--- config.mk ---
export PLATFORM = sky130hd
export DESIGN_NAME = uart_rx_flat
export DESIGN_NICKNAME = d
export VERILOG_FILES = /design/src/rtl/uart_pkg.sv /design/src/rtl/uart_rx_if.sv /design/src/rtl/uart_baud_tick.sv /design/src/rtl/uart_rx.sv /design/src/flat_wrapper.sv
export SDC_FILE = /design/constraint.sdc
export NUM_CORES = 1
export LEC_CHECK = 0
export ABC_CLOCK_PERIOD_IN_PS = 2490
export CORE_ASPECT_RATIO = 1.1
export CORE_MARGIN = 2
export CORE_UTILIZATION = 45
export DETAILED_ROUTE_END_ITERATION = 6
export PLACE_DENSITY = 0.71
export SETUP_SLACK_MARGIN = 0.3
export SYNTH_ARGS = -nofsm -noshare
export SYNTH_HDL_FRONTEND = slang
export SYNTH_HIERARCHICAL = 1
export SYNTH_SLANG_ARGS = --single-unit
--- constraint.sdc ---
create_clock -name clk -period 2.49 [get_ports clk]
set_input_delay 0.747 -clock clk [delete_from_list [all_inputs] [get_ports clk]]
set_output_delay 0.747 -clock clk [all_outputs]
set_load 0.005 [all_outputs]
--- src/rtl/uart_pkg.sv ---
// uart_pkg: state encoding and oversampling constants shared by the UART receive
// and transmit paths.
package uart_pkg;

  localparam int unsigned OVERSAMPLE_DEF = 16;
  localparam int unsigned MID_SAMPLE_DEF = OVERSAMPLE_DEF / 2;

  typedef logic [2:0] rx_state_t;

  localparam rx_state_t RX_IDLE   = 3'd0;
  localparam rx_state_t RX_START  = 3'd1;
  localparam rx_state_t RX_DATA   = 3'd2;
  localparam rx_state_t RX_PARITY = 3'd3;
  localparam rx_state_t RX_STOP   = 3'd4;

endpackage

--- src/rtl/uart_rx_if.sv ---
// uart_rx_if: write port from the UART receiver into the RX FIFO.
interface uart_rx_if #(
  parameter int DATA_WIDTH = 8
);
  logic                  fifo_w_en;
  logic [DATA_WIDTH-1:0] fifo_w_data;
  logic                  fifo_full;

  modport master (output fifo_w_en, output fifo_w_data, input fifo_full);
  modport slave  (input fifo_w_en, input fifo_w_data, output fifo_full);
endinterface

--- src/rtl/uart_baud_tick.sv ---
// uart_baud_tick: oversample tick generator; down-counter reloaded from div on
// load or on underflow, tick asserted while the count is zero.
module uart_baud_tick #(
  parameter int DIV_WIDTH = 16
) (
  input  logic                 clk,
  input  logic                 rst,
  input  logic                 load,
  input  logic [DIV_WIDTH-1:0] div,
  output logic                 tick
);
  logic [DIV_WIDTH-1:0] cnt_q, cnt_d;

  always_comb begin
    cnt_d = cnt_q - DIV_WIDTH'(1);
    if (load || (cnt_q == '0)) cnt_d = div;
  end

  assign tick = (cnt_q == '0);

  always_ff @(posedge clk) begin
    if (rst) cnt_q <= '0;
    else     cnt_q <= cnt_d;
  end
endmodule

--- src/rtl/uart_rx.sv ---
// uart_rx: 8051 UART receive front end; 16x oversampled 8N1 decode feeding the RX FIFO.
// Define UART_RX_PARITY_EN to add a parity bit (parity_odd in, parity_err out).
module uart_rx
  import uart_pkg::*;
#(
  parameter int DATA_WIDTH = 8,
  parameter int DIV_WIDTH  = 16,
  parameter int OVERSAMPLE = OVERSAMPLE_DEF
) (
  input  logic                 clk,
  input  logic                 rst,
  input  logic                 rx_en,
  input  logic [DIV_WIDTH-1:0] baud_div,
  input  logic                 rxd,
`ifdef UART_RX_PARITY_EN
  input  logic                 parity_odd,
  output logic                 parity_err,
`endif
  uart_rx_if.master            fifo,
  output logic                 frame_err,
  output logic                 overrun_err,
  output logic                 busy
);
  localparam int MID_SAMPLE = OVERSAMPLE / 2;
  localparam int TW = $clog2(OVERSAMPLE);
  localparam int BW = $clog2(DATA_WIDTH);

  logic                  sync1_q, sync2_q, prev_q;
  logic                  start_edge, tick, load, mid_hit, bit_hit;
  rx_state_t             state_q, state_d;
  logic [TW-1:0]         tick_cnt_q, tick_cnt_d;
  logic [BW-1:0]         bit_cnt_q, bit_cnt_d;
  logic [DATA_WIDTH-1:0] shift_q, shift_d, w_data_q, w_data_d;
  logic                  w_en_q, w_en_d, frame_err_q, frame_err_d, overrun_q, overrun_d;
`ifdef UART_RX_PARITY_EN
  logic                  par_bit_q, par_bit_d, par_err_q, par_err_d, par_ok;
  assign par_ok     = ((^shift_q) ^ par_bit_q) == parity_odd;
  assign parity_err = par_err_q;
`endif

  // Two sync flops plus an edge flop; a start bit is a synced 1 -> 0 transition.
  always_ff @(posedge clk) begin
    if (rst) begin
      sync1_q <= 1'b1;
      sync2_q <= 1'b1;
      prev_q  <= 1'b1;
    end else begin
      sync1_q <= rxd;
      sync2_q <= sync1_q;
      prev_q  <= sync2_q;
    end
  end

  assign start_edge = prev_q & ~sync2_q;
  assign load       = (state_q == RX_IDLE) && start_edge && rx_en;
  assign mid_hit    = tick && (tick_cnt_q == TW'(MID_SAMPLE - 1));
  assign bit_hit    = tick && (tick_cnt_q == TW'(OVERSAMPLE - 1));

  uart_baud_tick #(.DIV_WIDTH(DIV_WIDTH)) u_baud_tick (
    .clk  (clk),
    .rst  (rst),
    .load (load),
    .div  (baud_div),
    .tick (tick)
  );

  always_comb begin
    state_d     = state_q;
    tick_cnt_d  = tick_cnt_q;
    bit_cnt_d   = bit_cnt_q;
    shift_d     = shift_q;
    w_data_d    = w_data_q;
    w_en_d      = 1'b0;
    frame_err_d = 1'b0;
    overrun_d   = 1'b0;
`ifdef UART_RX_PARITY_EN
    par_bit_d   = par_bit_q;
    par_err_d   = 1'b0;
`endif
    if (tick) tick_cnt_d = tick_cnt_q + TW'(1);
    case (state_q)
      RX_IDLE: begin
        tick_cnt_d = '0;
        if (start_edge) state_d = RX_START;
      end
      RX_START: if (mid_hit) begin
        // Recheck the line at mid start bit to reject glitches.
        tick_cnt_d = '0;
        bit_cnt_d  = '0;
        state_d    = sync2_q ? RX_IDLE : RX_DATA;
      end
      RX_DATA: if (bit_hit) begin
        tick_cnt_d = '0;
        shift_d    = {sync2_q, shift_q[DATA_WIDTH-1:1]};
        bit_cnt_d  = bit_cnt_q + BW'(1);
        if (bit_cnt_q == BW'(DATA_WIDTH - 1)) begin
`ifdef UART_RX_PARITY_EN
          state_d = RX_PARITY;
`else
          state_d = RX_STOP;
`endif
        end
      end
`ifdef UART_RX_PARITY_EN
      RX_PARITY: if (bit_hit) begin
        tick_cnt_d = '0;
        par_bit_d  = sync2_q;
        state_d    = RX_STOP;
      end
`endif
      RX_STOP: if (bit_hit) begin
        tick_cnt_d = '0;
        state_d    = RX_IDLE;
        if (!sync2_q) frame_err_d = 1'b1;
`ifdef UART_RX_PARITY_EN
        else if (!par_ok) par_err_d = 1'b1;
`endif
        else if (fifo.fifo_full) overrun_d = 1'b1;
        else begin
          w_en_d   = 1'b1;
          w_data_d = shift_q;
        end
      end
      default: state_d = RX_IDLE;
    endcase
    // Disabling the receiver abandons any partial frame silently.
    if (!rx_en) begin
      state_d     = RX_IDLE;
      w_en_d      = 1'b0;
      w_data_d    = w_data_q;
      frame_err_d = 1'b0;
      overrun_d   = 1'b0;
`ifdef UART_RX_PARITY_EN
      par_err_d   = 1'b0;
`endif
    end
  end

  always_ff @(posedge clk) begin
    if (rst) begin
      state_q     <= RX_IDLE;
      tick_cnt_q  <= '0;
      bit_cnt_q   <= '0;
      shift_q     <= '0;
      w_data_q    <= '0;
      w_en_q      <= 1'b0;
      frame_err_q <= 1'b0;
      overrun_q   <= 1'b0;
`ifdef UART_RX_PARITY_EN
      par_bit_q   <= 1'b0;
      par_err_q   <= 1'b0;
`endif
    end else begin
      state_q     <= state_d;
      tick_cnt_q  <= tick_cnt_d;
      bit_cnt_q   <= bit_cnt_d;
      shift_q     <= shift_d;
      w_data_q    <= w_data_d;
      w_en_q      <= w_en_d;
      frame_err_q <= frame_err_d;
      overrun_q   <= overrun_d;
`ifdef UART_RX_PARITY_EN
      par_bit_q   <= par_bit_d;
      par_err_q   <= par_err_d;
`endif
    end
  end

  assign fifo.fifo_w_en   = w_en_q;
  assign fifo.fifo_w_data = w_data_q;
  assign frame_err        = frame_err_q;
  assign overrun_err      = overrun_q;
  assign busy             = (state_q != RX_IDLE);
endmodule

--- src/flat_wrapper.sv ---
// flat-port wrapper written by rule: the top's interface ports become plain ports
module uart_rx_flat import uart_pkg::*;
#(
  parameter int DATA_WIDTH = 8,
  parameter int DIV_WIDTH  = 16,
  parameter int OVERSAMPLE = OVERSAMPLE_DEF
)
  (clk, rst, rx_en, baud_div, rxd, frame_err, overrun_err, busy, fifo_fifo_w_en, fifo_fifo_w_data, fifo_fifo_full);
  uart_rx_if #(.DATA_WIDTH(DATA_WIDTH)) fifo_i ();
  input  logic clk;
  input  logic rst;
  input  logic rx_en;
  input  logic [DIV_WIDTH-1:0] baud_div;
  input  logic rxd;
  output logic frame_err;
  output logic overrun_err;
  output logic busy;
  output wire logic [$bits(fifo_i.fifo_w_en)-1:0] fifo_fifo_w_en;
  output wire logic [$bits(fifo_i.fifo_w_data)-1:0] fifo_fifo_w_data;
  input wire logic [$bits(fifo_i.fifo_full)-1:0] fifo_fifo_full;
  assign fifo_fifo_w_en = fifo_i.fifo_w_en;
  assign fifo_fifo_w_data = fifo_i.fifo_w_data;
  assign fifo_i.fifo_full = fifo_fifo_full;
  uart_rx #(.DATA_WIDTH(DATA_WIDTH), .DIV_WIDTH(DIV_WIDTH), .OVERSAMPLE(OVERSAMPLE)) u_core (.clk(clk), .rst(rst), .rx_en(rx_en), .baud_div(baud_div), .rxd(rxd), .fifo(fifo_i), .frame_err(frame_err), .overrun_err(overrun_err), .busy(busy));
endmodule
# After elaboration in Yosys (flattened, before gate mapping)
# Index checks and enable logic that the tools add are counted.
[word_totals]
ff_bits = 48
out_inout_bits = 12
[classes]
bitwise_logic = 6
addsub = 3
n_eq_ne = 11
reduce_logical = 17
n_mux = 18
[op_table]
columns = ["cell", "count"]
rows = [
  ["3-bit 2-to-1 mux", 7],
  ["16-bit logical NOT", 1],
  ["16-bit 2-to-1 mux", 1],
  ["16-bit by 1-bit subtractor with 16-bit output (second input constant)", 1],
  ["4-bit 2-to-1 mux", 3],
  ["3-bit one-hot mux with 4 select lines", 1],
  ["4-bit one-hot mux with 3 select lines", 1],
  ["2-bit by 1-bit inequality test with 1-bit output (second input constant)", 5],
  ["5-bit AND reduction", 2],
  ["3-bit == test (second input constant)", 2],
  ["3-bit one-hot mux with 2 select lines", 1],
  ["1-bit NOT", 5],
  ["5-bit OR reduction", 1],
  ["4-bit by 1-bit adder with 4-bit output (second input constant)", 1],
  ["4-bit by 3-bit == test with 1-bit output (second input constant)", 1],
  ["4-bit == test (second input constant)", 1],
  ["1-bit logical AND", 4],
  ["2-bit OR reduction", 2],
  ["4-bit OR reduction", 1],
  ["3-bit by 1-bit adder with 3-bit output (second input constant)", 1],
  ["3-bit by 1-bit == test with 1-bit output (second input constant)", 1],
  ["3-bit by 2-bit == test with 1-bit output (second input constant)", 1],
  ["3-bit logical NOT", 1],
  ["1-bit 2-to-1 mux", 3],
  ["other kinds (7)", 7],
]

# Logic depth before layout (Yosys ltp)
# Gate-level depths: netlist of the first run.
[depth]
word_depth = 6
mapped_depth = 10

# Cells and area by module
# Netlist of the first run, hierarchy kept.
[modules_own_cells]
columns = ["mod", "cells_per_inst", "area_per_inst_um2", "instances"]
rows = [
  ["uart_rx", 135, 1343.8, 1],
  ["uart_baud_tick", 111, 894.6, 1],
]

# Worst setup path before layout of the first run
# Ideal clock, no wire load.
[synth_timing]
path_kind = "flip-flop to flip-flop"
from = "register u_core.u_baud_tick.cnt_q[0]"
to = "register u_core.w_data_q[3], in the netlist u_core/fifo.fifo_w_data[3]"
required_ns = 2.371
stages_incl_launch_ff = 11
path_slack_ns = -0.021
setup_time_ns = 0.119
t_arrival_ns = 2.392
path_cell_list = "dfxtp_1 -> inv_1 -> ha_1 -> nor4b_1 -> nand4_1 -> inv_1 -> buf_4 -> nand4_4 -> or4_4 -> buf_6 -> mux2i_1"
[synth_via]
elab_chain_len = 3
[synth_rtl]
columns = ["element", "line", "rtl"]
rows = [
  ["from (decl)", "uart_baud_tick.sv:12", "logic [DIV_WIDTH-1:0] cnt_q, cnt_d;"],
  ["from (signal assigned)", "uart_baud_tick.sv:23", "else cnt_q <= cnt_d;"],
  ["16-bit logical NOT", "uart_baud_tick.sv:19", "assign tick = (cnt_q == '0);"],
  ["net u_core.tick", "uart_rx.sv:29", "logic start_edge, tick, load, mid_hit, bit_hit;"],
  ["1-bit logical AND", "uart_rx.sv:57", "assign bit_hit = tick && (tick_cnt_q == TW'(OVERSAMPLE - 1));"],
  ["5-bit AND reduction (no source line)", "-", ""],
  ["to (signal assigned)", "uart_rx.sv:158", "w_data_q <= w_data_d;"],
  ["to (decl)", "uart_rx.sv:33", "logic [DATA_WIDTH-1:0] shift_q, shift_d, w_data_q, w_data_d;"],
]
# The timed path passes the listed nets, and every way through them passes these cells.
# A chain may end at the register's enable or synchronous reset.

# Worst setup path in the final report of the first run
[layout_timing]
from = "register u_core.u_baud_tick.cnt_q[0]"
to = "register u_core.shift_q[5]"
[layout_via]
elab_chain_len = 3
[layout_rtl]
columns = ["element", "line", "rtl"]
rows = [
  ["16-bit logical NOT", "uart_baud_tick.sv:19", ""],
  ["net u_core.tick", "uart_rx.sv:29", ""],
  ["1-bit logical AND", "uart_rx.sv:57", ""],
  ["2-bit AND reduction (no source line)", "-", ""],
  ["to (signal assigned)", "uart_rx.sv:157", "shift_q <= shift_d;"],
  ["to (decl)", "uart_rx.sv:33", ""],
]
# The timed path passes the listed nets, and every way through them passes these cells.

==> results of run 1 <==
stage by stage:
stage	instance area (um2)	worst slack, ns	total power, mW	instances	hold slack, ns
final	2858	0.3883	2.507	343	0.4171
after CTS	2808	0.2137	2.440	340	0.4220
after floorplan	2272	0.3084	1.680	246	0.3895
after global routing	2858	0.2938	2.671	343	0.4380
after detailed placement	2699	0.1930	1.952	332	0.4014
after global placement	2699	0.2164	1.931	332	0.3932
registers in the layout, summed over array words and instances, names as in the netlist:
signal,flops
u_core/frame_err,1
u_core/overrun_err,1
u_core/fifo.fifo_w_data,8
u_core/state_q,3
u_core/sync2_q,1
u_core/prev_q,1
u_core/bit_cnt_q,3
u_core/u_baud_tick/cnt_q,16
u_core/tick_cnt_q,4
u_core/fifo.fifo_w_en,1
u_core/shift_q,8
u_core/sync1_q,1
cells in the mapped netlist (4+ instances only):
cell,count
a311oi_1,5
nor3_1,11
nand2_1,27
xnor2_1,7
mux2i_1,22
o21ai_0,4
dfxtp_1,48
a211oi_1,9
nand3_1,5
nor2_1,26
inv_1,11
or2_2,4
xor2_1,4
ha_1,4
clkbuf_1,8
per-layer routing:
metal  up-vias  part of all wire (%)  track usage, %
met3         4                   2.8           3.247
met2        26                    50           30.09
met5         -                     0               0
met1       874                    46           20.58
met4         0                   1.2           6.792
li1        956                     -               -
cells by family (layout without fill, tap and decap cells):
| logic type | count (synthesis) | count (layout) | share of synthesized area [%] |
|---|---|---|---|
| compound gates | 30 | 30 | 10.12 |
| buf+inv | 24 | 65 | 4.639 |
| flops | 48 | 48 | 42.93 |
| simple gates | 106 | 106 | 25.43 |
| mux | 23 | 23 | 10.34 |
| xor+xnor | 11 | 11 | 4.304 |
| fa+ha+maj | 4 | 4 | 2.236 |
path summary, 6_finish.rpt:
kind              cells after the start                   startpoint  slack [ns]                 to
setup / recovery                      8  u_core/u_baud_tick/cnt_q[0]        0.39  u_core/shift_q[5]
hold reg to reg                       1               u_core/sync1_q        0.42     u_core/sync2_q
setup reg to reg                      8  u_core/u_baud_tick/cnt_q[0]        0.39  u_core/shift_q[5]
hold / removal                        1               u_core/sync1_q        0.42     u_core/sync2_q
power by group:
group	switching (mW)	total, mW	leakage [nW]	internal, mW
combinational	0.473	0.974	0.709	0.501
sequential	0.160	1.04	0.391	0.885
clock	0.263	0.488	0.0434	0.225
worst max-delay path: stages (launching register included):
cell and delay [ns]:
dfxtp_2 0.34, inv_2 0.07, ha_4 0.14, nor4b_4 0.21
nand4_1 0.17, inv_2 0.12, nand4_4 0.16, or4b_4 0.63
mux2i_1 0.15
area by class of cell:
class,instances,area [um2],area share (%)
Clock buffer,6,82.58,2.890
Clock inverter,2,15.01,0.5254
Inverter,11,41.29,1.445
Multi-Input combinational cell,174,1244,43.52
Sequential cell,48,964.7,33.76
Tap cell,56,70.07,2.452
Timing Repair Buffer,46,440.4,15.41
what timing repair did:
action / in CTS / in global routing
setup endpoints to repair: 9 / 23
setup buffers: 0 / 3
gates resized for setup: 3 / 10
pin swaps: 0 / 2
==> metrics, run 1 <==
TritonCTS clock tree=built; Peak Freq=475.8 MHz; synthesized flop and latch total=48; Core Region=4717 um2; layout cells sized above 1=16.38%; post-route ant nets=0; detailed-route DRC error count=0; outcome=finished clean; fin crit period=2.102 ns; cell area after synthesis=2238 um2; average size of a mapped cell=9.099 um2; PwrDens=877.1 nW/um2; Worst setup EP type=flip-flop; full die area=5555 um2; DR vias=1860; Hold Path Class=reg -> reg; Filler cells=404; wire per inst=13.13 um; Die Height=77.97 um; Inserted Clock Buffers=5; CTS clk-pin slew, worst paths=0.09 ns; largest net degree at the start of global routing=24; GPL Wtd Cong=0.8159; Setup Skew=0.009181 ns; Iter 0 DRT Violations=121; Syn Nets=271; Final Hold Violating Endpoints=0; ys async rst share=0%; Critical Path RT=2.68 ns; Max Slew Vio Count=0; setup violators final=0; final HPWL from detailed placement=3227 um; Max clock buf depth=2; synth unique cells=46; H-Tree Depth=2; crit path launch type=flip-flop; latest clock arrival within the worst-skew pair=0.30 ns; Synth top area share=42.93%; Least-Margin Pin Slew=0.4689 ns; Die W=71.25 um; Site Rows=26; Initial Util=47.45%; grt total ovfl=0; # port buffers=32; root buf cell=clkbuf_8; post-synthesis sequential area ratio=42.93%; WL final=4504 um; # diodes=0; crit path max fanout=7; Post-Route Utilization=60.58%; largest cells by area after synthesis=dfxtp_1 43%, mux2i_1 9.8%, nand2_1 4.5%, nor2_1 4.4%, a211oi_1 3.0%; first-pass GRT wire length=7762 um; number of enable flip-flop cells after synthesis=0; unrepaired setup endpoints after global routing=false; Tcrit/Tclk final=84.41%; Final #Nets=311; area leader, netlist=dfxtp_1; Cells after Synth=246; Post-synth top flop=dfxtp_1; Area Growth Syn to Fin=27.67%; LEAKAGE=1.144 nW; max cap viols=0; Post-CTS Hold Buffers=0; max_slew headroom=68.67%; vias in the first global route=1792; CTS sink count=48; most common cell after layout, fill and taps aside=dfxtp_1; post-DR vias/cell=5.423; peak supply drop=536.3 uV; Critical Path AT=2.29 ns; setup TNS=0 ns; kind of critical path=reg -> reg; GRT Total Usage=17.24%; I/O pins=33; Pre-antenna DRT Iters=4; most frequent cells in the layout=45 x dfxtp_1, 31 x clkdlybuf4s50_1, 27 x nand2_1; Synth Warn #=6; antenna violations before repair=0
Note: power is estimated with default switching activity, not from simulation.
==> inputs of run 2 (changes only) <==
- ABC_CLOCK_PERIOD_IN_PS: 2490 -> 1900
- clock period: 2.49 -> 1.9 ns (I/O delays scaled with it)
==> run 2 against run 1 <==
Net effect: the run now ends with negative setup slack left; sequential share of layout area down 5.5 points; hold slack improved by 0.0055 ns; clock skew about the same; sequential power is 24% higher; via count rose by 11%; critical path depth rose by 1; cell count grew 12%; routed wire length grew 25%; utilization increased by 12 points; critical path type unchanged.
==> metrics, run 2 (same netlist as run 1, synthesis figures left out) <==
full die area=5555 um2; peak supply drop=950.5 uV; vias in the first global route=2069; max reg flops=16; post-route ant nets=0; outcome=complete, but fails checks; Die Height=77.97 um; Tcrit/Tclk final=109.1%; PwrDens=1297 nW/um2; H-Tree Depth=2; setup violators final=20; Final #Nets=353; Core Region=4717 um2; TritonCTS clock tree=built; Die W=71.25 um; Least-Margin Pin Slew=0.4376 ns; Pre-antenna DRT Iters=4; final HPWL from detailed placement=3519 um; # diodes=0; Peak Freq=482.2 MHz; Site Rows=26; Final Hold Violating Endpoints=0; LEAKAGE=1.484 nW; crit path launch type=flip-flop; Max Slew Vio Count=0; crit path max fanout=6; GRT Total Usage=21.60%; Initial Util=47.45%; Max clock buf depth=2; Critical Path AT=2.27 ns; Most flops, register=u_core/u_baud_tick/cnt_q; antenna violations before repair=0; # port buffers=32; wire per inst=14.69 um; Inserted Clock Buffers=5; CTS sink count=48; CTS clk-pin slew, worst paths=0.09 ns; DP Worst Slack=-0.2107 ns; unrepaired setup endpoints after global routing=true; Worst setup EP type=flip-flop; Post-CTS Hold Buffers=0; GPL Wtd Cong=0.8145; Iter 0 DRT Violations=88; fin crit period=2.074 ns; Pwr Total=4.451 mW; first-pass GRT wire length=9646 um; layout cells sized above 1=36.59%; root buf cell=clkbuf_8; latest clock arrival within the worst-skew pair=0.30 ns; final setup margin=-0.1738 ns; detailed-route DRC error count=0; kind of critical path=reg -> reg; largest net degree at the start of global routing=24; FF-to-FF setup slack=-0.17 ns; Hold Path Class=reg -> reg; max cap viols=0; I/O pins=33; WL final=5642 um; grt total ovfl=0; Setup Skew=0.009100 ns; failing checks=negative setup slack; Area Growth Syn to Fin=53.27%; most common cell after layout, fill and taps aside=buf_4; Critical Path RT=2.09 ns; max_slew headroom=70.77%; most frequent cells in the layout=43 x buf_4, 40 x dfxtp_1, 27 x nand2_1; DR vias=2069; Filler cells=319; post-DR vias/cell=5.388
==> run 2: cell count changes in the layout (fill, tap and decap cells not counted), sizes merged <==
| cell | previous run | this run |
|---|---|---|
| clkdlybuf4s50 | 31 | 19 |
| buf | 14 | 56 |
| dlygate4sd2 | 0 | 11 |
| bufinv | 0 | 2 |
| clkinvlp | 2 | 0 |
==> run 2: where the power goes <==
group | total, mW | switching (mW) | internal, mW
logic | 2.30 | 1.07 | 1.22
clock network | 0.867 | 0.349 | 0.518
registers | 1.29 | 0.125 | 1.16
==> run 2: cell type report <==
cell class	instances	area, um2	area share (%)
multi-input combinational	174	1398	40.74
sequential	48	970.9	28.30
timing repair buffer	88	822.0	23.96
tap	56	70.07	2.042
clock buffer	5	68.82	2.006
clock inverter	2	60.06	1.751
inverter	11	41.29	1.204
==> run 2: critical path: stages, from the launching register on <==
cell,delay (ns)
dfxtp_2,0.34
inv_2,0.07
ha_4,0.13
nor4b_4,0.20
nand4_1,0.17
inv_2,0.11
nand4_4,0.11
or4b_4,0.56
buf_8,0.16
mux2i_1,0.12
==> run 2: metrics by stage <==
step | hold slack [ns] | std cells | utilization [%] | cell area [um2] | TNS (ns)
floorplan | 0.3895 | 246 | - | 2305 | -3.995
global placement | 0.3925 | 365 | 62.94 | 2969 | -3.293
detailed placement | 0.4032 | 365 | 62.94 | 2969 | -4.257
CTS | 0.4259 | 378 | 70.13 | 3308 | -2.550
global route | 0.4330 | 384 | 72.73 | 3431 | -5.823
finish | 0.4227 | 384 | 72.73 | 3431 | -2.518
==> run 2: final timing paths <==
path | from | end | cells past startpoint
min reg2reg | u_core/sync1_q | u_core/sync2_q | 1
max reg2reg | u_core/u_baud_tick/cnt_q[0] | u_core/shift_q[5] | 9
min | u_core/sync1_q | u_core/sync2_q | 1
max | u_core/u_baud_tick/cnt_q[0] | u_core/shift_q[5] | 9
==> run 2: timing repair <==
action / in CTS / in global routing
pin swaps: 15 / 9
resized for setup: 52 / 22
cloned: 2 / 0
setup endpoints to repair: 57 / 47
setup buffers: 4 / 6
==> run 2: routing by layer <==
layer,share of wire (%),GRT usage [%],routed length (um)
met1,46,28.19,2569
met2,49,35.65,2772
met3,3.9,4.286,220
met4,1.4,6.792,79
met5,0,0,0
==> inputs of run 3 (changes only) <==
- CORE_MARGIN: 2 -> 3
- PLACE_DENSITY: 0.71 -> 0.81
==> run 3 against run 2 <==
Net effect: the run still ends with negative setup slack left; register-to-register slack got worse by 0.14 ns; count of clock-buffer cells in the layout unchanged; fmax fell by 6.5%; global-route usage is 2.9 points higher; first-iteration DRC count grew 98%; sequential power about the same; largest power group unchanged.
==> metrics, run 3 (same netlist as run 1, synthesis figures left out) <==
outcome=complete, but fails checks; failing checks=negative setup slack; Most flops, register=u_core/u_baud_tick/cnt_q; max incr delay on CP=0.53 ns; peak supply drop=1225 uV; GPL Wtd Cong=0.8253; Pre-antenna DRT Iters=4; final setup margin=-0.3185 ns; root buf cell=clkbuf_8; crit path max fanout=8; vias in the first global route=2322; FF-to-FF setup slack=-0.32 ns; latest clock arrival within the worst-skew pair=0.31 ns; Hold Slack=0.4643 ns; most frequent cells in the layout=49 x buf_4, 36 x dfxtp_1, 27 x nand2_1; CP Cell Sequence=inv_2 -> ha_4 -> nor4b_4 -> nand4_1 -> inv_2 -> nand4_4 -> buf_6 -> or4_4 -> mux2i_1; CTS clk-pin slew, worst paths=0.10 ns; LEAKAGE=1.554 nW; Post-Route Utilization=77.64%; Max Slew Vio Count=0; final HPWL from detailed placement=3791 um; layout cells sized above 1=45.16%; Peak Freq=450.8 MHz; H-Tree Depth=2; antenna violations before repair=0; Iter 0 DRT Violations=174; crit path launch type=flip-flop; detailed-route DRC error count=0; GRT Total Usage=24.49%; CTS sink count=48; Critical Path AT=2.45 ns; Site Rows=26; post-route ant nets=0; Critical path origin=u_core/u_baud_tick/cnt_q[1]; reg2reg end=u_core/fifo.fifo_w_data[3]; Die W=73.25 um; Final #Nets=365; most common cell after layout, fill and taps aside=buf_4; Critical Path RT=2.13 ns; R2R cell count=9; grt total ovfl=0; CP bufs+invs=3; I/O pins=33; Inserted Clock Buffers=5; max cap viols=0; PwrDens=1361 nW/um2; critical path endpoint=u_core/fifo.fifo_w_data[3]; Area Growth Syn to Fin=63.61%; first-pass GRT wire length=10900 um; Final Hold Violating Endpoints=0; Final Non-Filler Cells=397; largest net degree at the start of global routing=24; cell family with most CP delay=simple AND/OR/NAND/NOR gates; Tcrit/Tclk final=116.8%; placed cell count=363; most used cell, CP=inv_2; # diodes=0; kind of critical path=reg -> reg; TritonCTS clock tree=built; WL final=7771 um; wire per inst=19.57 um; full die area=5857 um2; max reg flops=16; max_slew headroom=61.00%; post-DR vias/cell=5.904; Core Region=4717 um2; # port buffers=32; CP max stage cell=or4_4; Worst setup EP type=flip-flop; Setup Skew=0.01083 ns; fin crit period=2.219 ns; Least-Margin Pin Slew=0.5837 ns; unrepaired setup endpoints after global routing=true; Hold Path Class=reg -> reg; Die Height=79.97 um; CP Depth=9; Filler cells=252; Initial Util=47.45%; DR vias=2344; Max clock buf depth=2; R2R Path Start=u_core/u_baud_tick/cnt_q[1]; setup violators final=35
[run 3: changes by cell type in the layout (fill, tap and decap cells not counted), sizes merged]
| cell | previous run | this run |
|---|---|---|
| buf | 56 | 69 |
| bufinv | 2 | 1 |
| clkbuf | 6 | 5 |
| clkinv | 0 | 1 |
| clkinvlp | 0 | 1 |
[run 3: repair_timing]
item                       CTS  global route
gates cloned                 2             0
hold buffers                 0             0
setup endpoints to repair   56            46
buffers inserted            13            11
pin swaps                   23            19
resized for setup           69            37
[run 3: cell type report]
| class | instances | area (um2) | area share [%] |
|---|---|---|---|
| clock buffers | 5 | 68.82 | 1.879 |
| clock inverters | 3 | 42.54 | 1.162 |
| inverters | 11 | 41.29 | 1.127 |
| multi-input cells | 174 | 1530 | 41.78 |
| flip-flops and latches | 48 | 975.9 | 26.65 |
| well taps | 56 | 70.07 | 1.913 |
| repair buffers | 100 | 933.4 | 25.49 |
[run 3: how the worst min path moves through the flow]
stage	start	depth (start not counted)	slack [ns]	to
after floorplan	u_core/sync1_q	1	0.39	u_core/sync2_q
after global placement	u_core/sync1_q	1	0.39	u_core/sync2_q
after detailed placement	u_core/sync1_q	1	0.40	u_core/sync2_q
after CTS	u_core/sync1_q	1	0.42	u_core/sync2_q
after global routing	u_core/sync1_q	1	0.47	u_core/sync2_q
final	u_core/sync1_q	1	0.46	u_core/sync2_q
[run 3: stage by stage]
step,setup slack (ns),power [mW],area [um2],TNS [ns]
3_3_place_gp,-0.1592,2.899,2954,-2.900
6_report,-0.3185,4.986,3662,-6.518
4_1_cts,-0.2165,4.286,3420,-3.221
2_1_floorplan,-0.2658,2.253,2305,-3.995
5_1_grt,-0.3795,5.167,3662,-8.266
3_5_place_dp,-0.2454,2.944,2954,-4.351
[run 3: power by group]
part	internal (mW)	total [mW]	switching, mW
Combinational	1.53	2.92	1.39
Clock	0.390	0.754	0.365
Sequential	1.16	1.31	0.145
[run 3: metal layers]
layer | wire length, um | global-route usage (%) | vias up | part of all wire [%]
met1 | 2897 | 26.46 | 1119 | 37
met5 | 0 | 0 | - | 0
met2 | 4096 | 44.10 | 115 | 53
met3 | 368 | 5.542 | 45 | 4.7
li1 | - | - | 1065 | -
met4 | 409 | 11.62 | 0 | 5.3
